<file path="src/rtl/vend_dispense_ctrl.sv">
// Dispense sequencer behind the coin FSM: queues product/change requests
// and drives motor and coin-return actuators one service at a time.
module vend_dispense_ctrl #(
  parameter int QW        = 3,
  parameter int SW        = 4,
  parameter int STOCK     = 2,
  parameter int PULSE_LEN = 4,
  parameter int TIMEOUT   = 16,
  parameter int GAP_LEN   = 2
) (
  input  logic          clk,
  input  logic          reset,
  input  logic          y1,
  input  logic          y2,
  input  logic          drop_sense,
  output logic          motor_en,
  output logic          coin_ret,
  output logic          busy,
  output logic          sold_out,
  output logic          fault,
  output logic          overflow,
  output logic [QW-1:0] prod_pend,
  output logic [QW-1:0] chg_pend,
  output logic [SW-1:0] stock
);

  localparam int CW   = $clog2(TIMEOUT + PULSE_LEN + GAP_LEN + 1);
  localparam int QMAX = (2 ** QW) - 1;

  typedef enum logic [2:0] {
    IDLE,
    PROD_ON,
    PROD_WAIT,
    CHG_ON,
    GAP,
    FAULT
  } state_t;

  state_t        state, state_nx;
  logic [CW-1:0] cnt, cnt_nx;
  logic          seen, seen_nx;
  logic          prod_dec, chg_dec, drop_ok;
  logic          p_inc, refund;
  logic [QW:0]   p_sum, c_sum;
  logic          p_sat, c_sat;

  always_comb begin
    state_nx = state;
    cnt_nx   = cnt + CW'(1);
    seen_nx  = seen;
    prod_dec = 1'b0;
    chg_dec  = 1'b0;
    drop_ok  = 1'b0;
    unique case (state)
      IDLE: begin
        cnt_nx  = '0;
        seen_nx = 1'b0;
        if (prod_pend != '0) begin
          prod_dec = 1'b1;
          state_nx = (stock != '0) ? PROD_ON : CHG_ON;
        end else if (chg_pend != '0) begin
          chg_dec  = 1'b1;
          state_nx = CHG_ON;
        end
      end
      PROD_ON: begin
        seen_nx = seen | drop_sense;
        if (cnt == CW'(PULSE_LEN - 1)) begin
          cnt_nx = '0;
          if (seen_nx) begin
            drop_ok  = 1'b1;
            state_nx = GAP;
          end else begin
            state_nx = PROD_WAIT;
          end
        end
      end
      PROD_WAIT: begin
        if (drop_sense) begin
          drop_ok  = 1'b1;
          cnt_nx   = '0;
          state_nx = GAP;
        end else if (cnt == CW'(TIMEOUT - 1)) begin
          cnt_nx   = '0;
          state_nx = FAULT;
        end
      end
      CHG_ON: begin
        if (cnt == CW'(PULSE_LEN - 1)) begin
          cnt_nx   = '0;
          state_nx = GAP;
        end
      end
      GAP: begin
        if (cnt == CW'(GAP_LEN - 1)) begin
          cnt_nx   = '0;
          state_nx = IDLE;
        end
      end
      FAULT: begin
        cnt_nx = '0;
      end
      default: begin
        cnt_nx   = '0;
        state_nx = IDLE;
      end
    endcase
  end

  // Empty stock turns a product request into a refund at capture time.
  assign refund = y1 & (stock == '0);
  assign p_inc  = y1 & (stock != '0);

  assign p_sum = {1'b0, prod_pend}
               + (QW+1)'(p_inc)
               - (QW+1)'(prod_dec);
  assign c_sum = {1'b0, chg_pend}
               + (QW+1)'(y2)
               + (QW+1)'(refund)
               - (QW+1)'(chg_dec);

  assign p_sat = p_sum > (QW+1)'(QMAX);
  assign c_sat = c_sum > (QW+1)'(QMAX);

  always_ff @(posedge clk or negedge reset) begin
    if (!reset) begin
      state     <= IDLE;
      cnt       <= '0;
      seen      <= 1'b0;
      prod_pend <= '0;
      chg_pend  <= '0;
      stock     <= SW'(STOCK);
      overflow  <= 1'b0;
    end else begin
      state     <= state_nx;
      cnt       <= cnt_nx;
      seen      <= seen_nx;
      prod_pend <= p_sat ? QW'(QMAX) : p_sum[QW-1:0];
      chg_pend  <= c_sat ? QW'(QMAX) : c_sum[QW-1:0];
      overflow  <= overflow | p_sat | c_sat;
      if (drop_ok && stock != '0)
        stock <= stock - SW'(1);
    end
  end

  assign motor_en = (state == PROD_ON);
  assign coin_ret = (state == CHG_ON);
  assign busy     = (state != IDLE);
  assign fault    = (state == FAULT);
  assign sold_out = (stock == '0);

endmodule

</file>
<file path="config.mk">
export PLATFORM = sky130hd
export DESIGN_NAME = vend_dispense_ctrl
export DESIGN_NICKNAME = d
export VERILOG_FILES = /design/src/rtl/vend_dispense_ctrl.sv
export SDC_FILE = /design/constraint.sdc
export NUM_CORES = 1
export LEC_CHECK = 0
export ABC_AREA = 1
export CAP_MARGIN = 40
export CELL_PAD_IN_SITES_DETAIL_PLACEMENT = 0
export CELL_PAD_IN_SITES_GLOBAL_PLACEMENT = 2
export CORE_ASPECT_RATIO = 0.5
export CORE_MARGIN = 5
export CORE_UTILIZATION = 31
export DETAILED_ROUTE_END_ITERATION = 7
export PLACE_DENSITY_LB_ADDON = 0.1
export SLEW_MARGIN = 10
export SYNTH_ARGS = -nofsm -noshare
export SYNTH_HDL_FRONTEND = slang
export SYNTH_SLANG_ARGS = --single-unit
</file>
<file path="constraint.sdc">
create_clock -name clk -period 2.89 [get_ports clk]
set_clock_uncertainty 0.2 [all_clocks]
set_input_delay 0.4335 -clock clk [delete_from_list [all_inputs] [get_ports clk]]
set_output_delay 0.4335 -clock clk [all_outputs]
set_load 0.02 [all_outputs]
</file>
== After elaboration in Yosys (flattened, before gate mapping) ==
Cells that the tools add are included.
Storage, ports and cells
  output and inout bits: 16
  bits of input ports: 5
  register bits after elaboration: 20
Operators by class
  add/subtract/negate cells: 7
  multiplexer cells: 27
  bitwise logic cells: 6
  equal/unequal tests: 13
  $lt $le $gt $ge: 2
  reductions and logical operators: 10
Operators by type and width (count)
  $mux 3: 10
  $mux 5: 4
  $pmux 3 s6: 1
  $pmux 5 s3: 1
  $reduce_bool 3->1: 3
  $add 3x1->4: 2
  $gt 4x3->1 const B: 2
  $mux 1: 8
  $sub 4x1->4: 2
  $eq 3x2->1 const B: 2
  $eq 3x3->1 const B: 2
  $ne 3x3->1 const B: 2
  $reduce_and 6->1: 1
  $add 5x1->5 const B: 1
  $eq 5x1->1 const B: 1
  $eq 5x2->1 const B: 1
  $eq 5x4->1 const B: 1
  $add 4x1->4: 1
  $logic_not 4->1: 1
  $ne 2x1->1 const B: 2
  $pmux 1 s2: 2
  $reduce_bool 4->1: 1
  $sub 4x1->4 const B: 1
  $eq 3x1->1 const B: 1
  other kinds (9): 12

== Longest topological paths before layout ==
  depth after elaboration: 7
  mapped depth: 12
  depth with buffers taken out: 12

== Least setup slack after synthesis ==
Ideal clock, no wire load.
  path kind: reg2reg
  start point: register stock[0]
  end point: register prod_pend[2]
  period minus slack after synthesis: 2.646 ns
  arrival: 2.315 ns
  setup time: 0.131 ns
  stages on the path, launching flop included: 12
  setup slack: 0.244 ns
  cell sequence: dfrtp_1 -> inv_1 -> ha_1 -> nor3b_2 -> inv_2 -> nand2_1 -> ha_1 -> inv_1 -> ha_1 -> fa_1 -> xnor2_1 -> nand2_1
Between the ends
  word-level cells in the longest chain between the ends: 6
Ends and longest elaborated chain
  start: declaration: RTL line 24  | output logic [SW-1:0] stock
  start signal: assignment: RTL line 132  | stock <= SW'(STOCK);
  start signal: assignment: RTL line 142  | stock <= stock - SW'(1);
  $reduce_bool 4->1 (*): RTL line 112  | assign p_inc = y1 & (stock != '0);
  $and 1x1->1 (*): RTL line 112
  $add 3x1->4 (*): RTL line 115  | + (QW+1)'(p_inc)
  $sub 4x1->4 (*): RTL line 116  | - (QW+1)'(prod_dec);
  $gt 4x3->1: RTL line 122  | assign p_sat = p_sum > (QW+1)'(QMAX);
  $mux 3 (*): RTL line 138  | prod_pend <= p_sat ? QW'(QMAX) : p_sum[QW-1:0];
  end signal: assignment: RTL line 138
  end: declaration: RTL line 22  | output logic [QW-1:0] prod_pend,
Mark *: on every way between the ends. The rest lies on a longest branch, timed or not.
A chain may end at the register's enable or synchronous reset.

== Worst setup path after layout ==
  start point: register stock[1]
  end point: register prod_pend[2]
The elaborated chain is that of the path after synthesis.

==> impl_results.md <==
* Ranking of synthesized cells by instance count: sky130_fd_sc_hd__nand2_1, sky130_fd_sc_hd__inv_1, sky130_fd_sc_hd__dfrtp_1
* Final number of hold-violating endpoints at 0
* Synth Area per Inst at about 8 um^2
* Number of pins with negative max-slew slack in the final report at 0
* Worst slew margin relative to its limit at 0.773
* Leakage at between 0.8 and 0.9 nW
* Total number of vias at 1064
* Starting utilization of the core area at 0.331
* Yosys warning count at 0
* Area of the core at 4020 um^2
* RR Startpoint: stock[1]
* Share of power burned in registers at 0.418
* Worst Hold Endpoint: stock[1]
* Synthesized instance count at between 150 and 200
* Half-perimeter wire length of the detailed placement result at around 2.2 mm
* Switching Power at between 200 and 300 uW
* Clock slew seen by the registers of the worst setup and hold paths at 80 ps
* Number of DRC markers after the initial detailed-route iteration at 44
* Post-CTS repair timing setup buffer count at 0
* Cell area after layout at around 1700 um^2
* Final critical path time including I/O delays and setup at 2660 ps
* Internal power at between 500 and 600 uW
* Cell type contributing the most total cell area after synthesis: sky130_fd_sc_hd__dfrtp_1
* Worst Max-Slew Pin Slew at between 300 and 400 ps
* Count of cells along the worst register-to-register path at 11
* Maximum clock insertion buffer count at 2
* Worst-case register-to-register setup slack at ~230 ps
* Overall global routing resource usage at 0.107
* Synth unique cells at 23
* Fin Setup TNS at 0 ps
* Share of total power in combinational logic at 0.303
* Vertical die dimension at 56.3 um
* Pin count of the biggest net entering global routing at 21
* Number of flops mapped to enable cells by yosys at 0
* Max-cap violations at 0
* CP required at about 2800 ps
* Placed cell area at 1640 um^2
* Floorplan die area at about 5800 um^2
* Area share of the leading cell type in the synthesized netlist at 0.357
* Overall power consumption at slightly below 800 uW
* # IOs at 21
* Hold depth at 2
* Outcome: completed
* Vias in the first global route at ~1100
* Max H-tree Level at 1
* Via density per instance at roughly 4.3
* Syn-to-layout area delta at 27.8%
* Count of TritonRoute iterations in the first routing pass at 6
* Post-synth ARST share at 1.00
* Average wire length per cell after detail routing at roughly 11 um
* Hold bufs inserted after CTS at 0
* Post-detailed-route DRC marker count at 0
* Number of antenna repair diodes at 0
* Category of the most critical setup path: flip-flop to flip-flop
* Num CTS Buffers at 3
* Type of origin of the critical path: flip-flop
* # resized after CTS at 0
* Clock tree from TritonCTS: built
* FMAX at between 0.3 and 0.4 GHz
* # nets final at 214
* Crit path arrival time at 2600 ps
* Die Span X at slightly above 100 um
* Global-route congestion overflow total at 0
* Number of failing setup endpoints in the final timing report at 0
* Max FO, Critical Path at 6
* Power density cells at around 460 nW/um^2
* Syn Nets at approximately 180
* Final cycle utilization of the critical path at 0.921
* Buffer type at the clock tree root: sky130_fd_sc_hd__clkbuf_8
* Setup repair after global routing missed its margin: no
* Classification of the worst-slack hold path: flip-flop to flip-flop
* Antenna violations before repair at 0
* Global-route wire length before repair at 4.88 mm
* Layout cell share with drive strength beyond 1 at 0.141
* IO buf count at 20
* Proportion of total power due to net switching at 0.325
* Most common cell in the synthesized netlist: sky130_fd_sc_hd__nand2_1
* Mapped cell area at 1330 um^2
* Most instantiated flip-flop cell in the synthesis netlist: sky130_fd_sc_hd__dfrtp_1
* Relative contribution of the clock network to total power at 0.280
* Leading post-synthesis cells by cell area: sky130_fd_sc_hd__dfrtp_1, sky130_fd_sc_hd__ha_1, sky130_fd_sc_hd__nand2_1
* Flip-flop and latch count after synthesis at 20
* Final wirelength at 2.75 mm
* Final Util at 0.423
* Total number of clock tree sinks at 20
* Site row count at 16
* Later-pin clock latency in the skew report at approximately 260 ps
* Crit. End Element: flip-flop
* Residual antenna-violating net count after detailed routing at 0
* Sequential share of the synthesized area at 0.377
* End of the worst register-to-register path: prod_pend[2]
* Highest ir drop seen on vdd at 276 uV
* Final Wtd Congestion at 0.741
* Startpoint of the worst hold path: stock[1]
metrics by stage:
step	setup WS (ps)	hold WS [ps]	cells
final	229	281	246
after detailed placement	232	263	242
after global routing	36.9	318	246
after floorplan	244	-62.1	163
after global placement	192	269	242
after CTS	195	285	246
routing by layer:
layer | global-route usage | wire (um) | vias up
met5 | 0 | 0 | -
met4 | 0.0168 | 10 | 0
met3 | 0.0445 | 134 | 2
met2 | 0.166 | 1230 | 14
met1 | 0.142 | 1370 | 490
li1 | - | - | 558
critical path: stages (launching register included):
cell,delay [ps]
sky130_fd_sc_hd__dfstp_2,560
sky130_fd_sc_hd__inv_1,40
sky130_fd_sc_hd__ha_1,190
sky130_fd_sc_hd__nor3b_2,190
sky130_fd_sc_hd__inv_2,110
sky130_fd_sc_hd__nand2_1,80
sky130_fd_sc_hd__ha_1,270
sky130_fd_sc_hd__inv_1,40
sky130_fd_sc_hd__ha_1,200
sky130_fd_sc_hd__fa_1,400
sky130_fd_sc_hd__xnor2_1,180
sky130_fd_sc_hd__nand2_1,70
layout make-up:
cell class | count | area, um^2
sequential | 20 | 502
inverter | 30 | 113
clock buffer | 4 | 55.1
timing repair buffer | 25 | 238
tap | 54 | 67.6
fill | 418 | 2320
multi-input combinational | 113 | 726
cells by family after synthesis:
| group | Yosys count | synth area share |
|---|---|---|
| AND/OR/NAND/NOR | 85 | 0.300 |
| buffers and inverters | 30 | 0.0847 |
| flip-flops | 20 | 0.377 |
| adder cells (fa/ha/maj) | 16 | 0.167 |
| XOR/XNOR | 8 | 0.0527 |
| AO/OA/AOI/OAI | 4 | 0.0179 |
flip-flops by register name (all words and copies together), names as in the netlist:
signal and cells:
cnt 5, stock 4, chg_pend 3, prod_pend 3, state 3, overflow 1
seen 1
how the worst max path moves through the flow:
| stage | startpoint | end | slack (ps) | depth (start not counted) |
|---|---|---|---|---|
| 6_report | stock[1] | prod_pend[2] | 230 | 11 |
| 5_1_grt | prod_pend[1] | overflow | 40 | 10 |
| 4_1_cts | stock[1] | prod_pend[2] | 200 | 11 |
| 3_5_place_dp | stock[1] | prod_pend[2] | 230 | 11 |
| 3_3_place_gp | stock[1] | prod_pend[2] | 190 | 11 |
| 2_1_floorplan | stock[0] | prod_pend[2] | 240 | 11 |
placed cells by master (no fill, tap or decap):
cell                              instances
sky130_fd_sc_hd__clkbuf_8                 4
sky130_fd_sc_hd__nand2_1                 38
sky130_fd_sc_hd__nor2_1                  13
sky130_fd_sc_hd__xor2_1                   5
sky130_fd_sc_hd__o21ai_2                  1
sky130_fd_sc_hd__nor3b_2                  1
sky130_fd_sc_hd__o21ai_0                  2
sky130_fd_sc_hd__nand2_2                  7
sky130_fd_sc_hd__nor2_4                   1
sky130_fd_sc_hd__nor2_2                   3
sky130_fd_sc_hd__dfrtp_1                 19
sky130_fd_sc_hd__a21oi_1                  1
sky130_fd_sc_hd__clkinv_1                 1
sky130_fd_sc_hd__nor3_2                   2
sky130_fd_sc_hd__buf_4                    5
sky130_fd_sc_hd__xnor2_1                  3
sky130_fd_sc_hd__nand3_1                 13
sky130_fd_sc_hd__dfstp_2                  1
sky130_fd_sc_hd__fa_1                     3
sky130_fd_sc_hd__nand3b_1                 2
sky130_fd_sc_hd__inv_2                    1
sky130_fd_sc_hd__clkdlybuf4s50_1         20
sky130_fd_sc_hd__nand3_2                  1
sky130_fd_sc_hd__or2_1                    1
sky130_fd_sc_hd__ha_1                    13
sky130_fd_sc_hd__nor3_1                   3
sky130_fd_sc_hd__inv_1                   28
power by group through the flow:
| stage | clock network [mW] | registers, mW | logic, mW |
|---|---|---|---|
| after global placement | 0 | 0.329 | 0.251 |
| after CTS | 0.231 | 0.324 | 0.245 |
| final | 0.219 | 0.327 | 0.237 |
| after floorplan | 0 | 0.346 | 0.143 |
| after detailed placement | 0 | 0.329 | 0.244 |
| after global routing | 0.237 | 0.330 | 0.281 |
(Power assumes the default switching activity.)
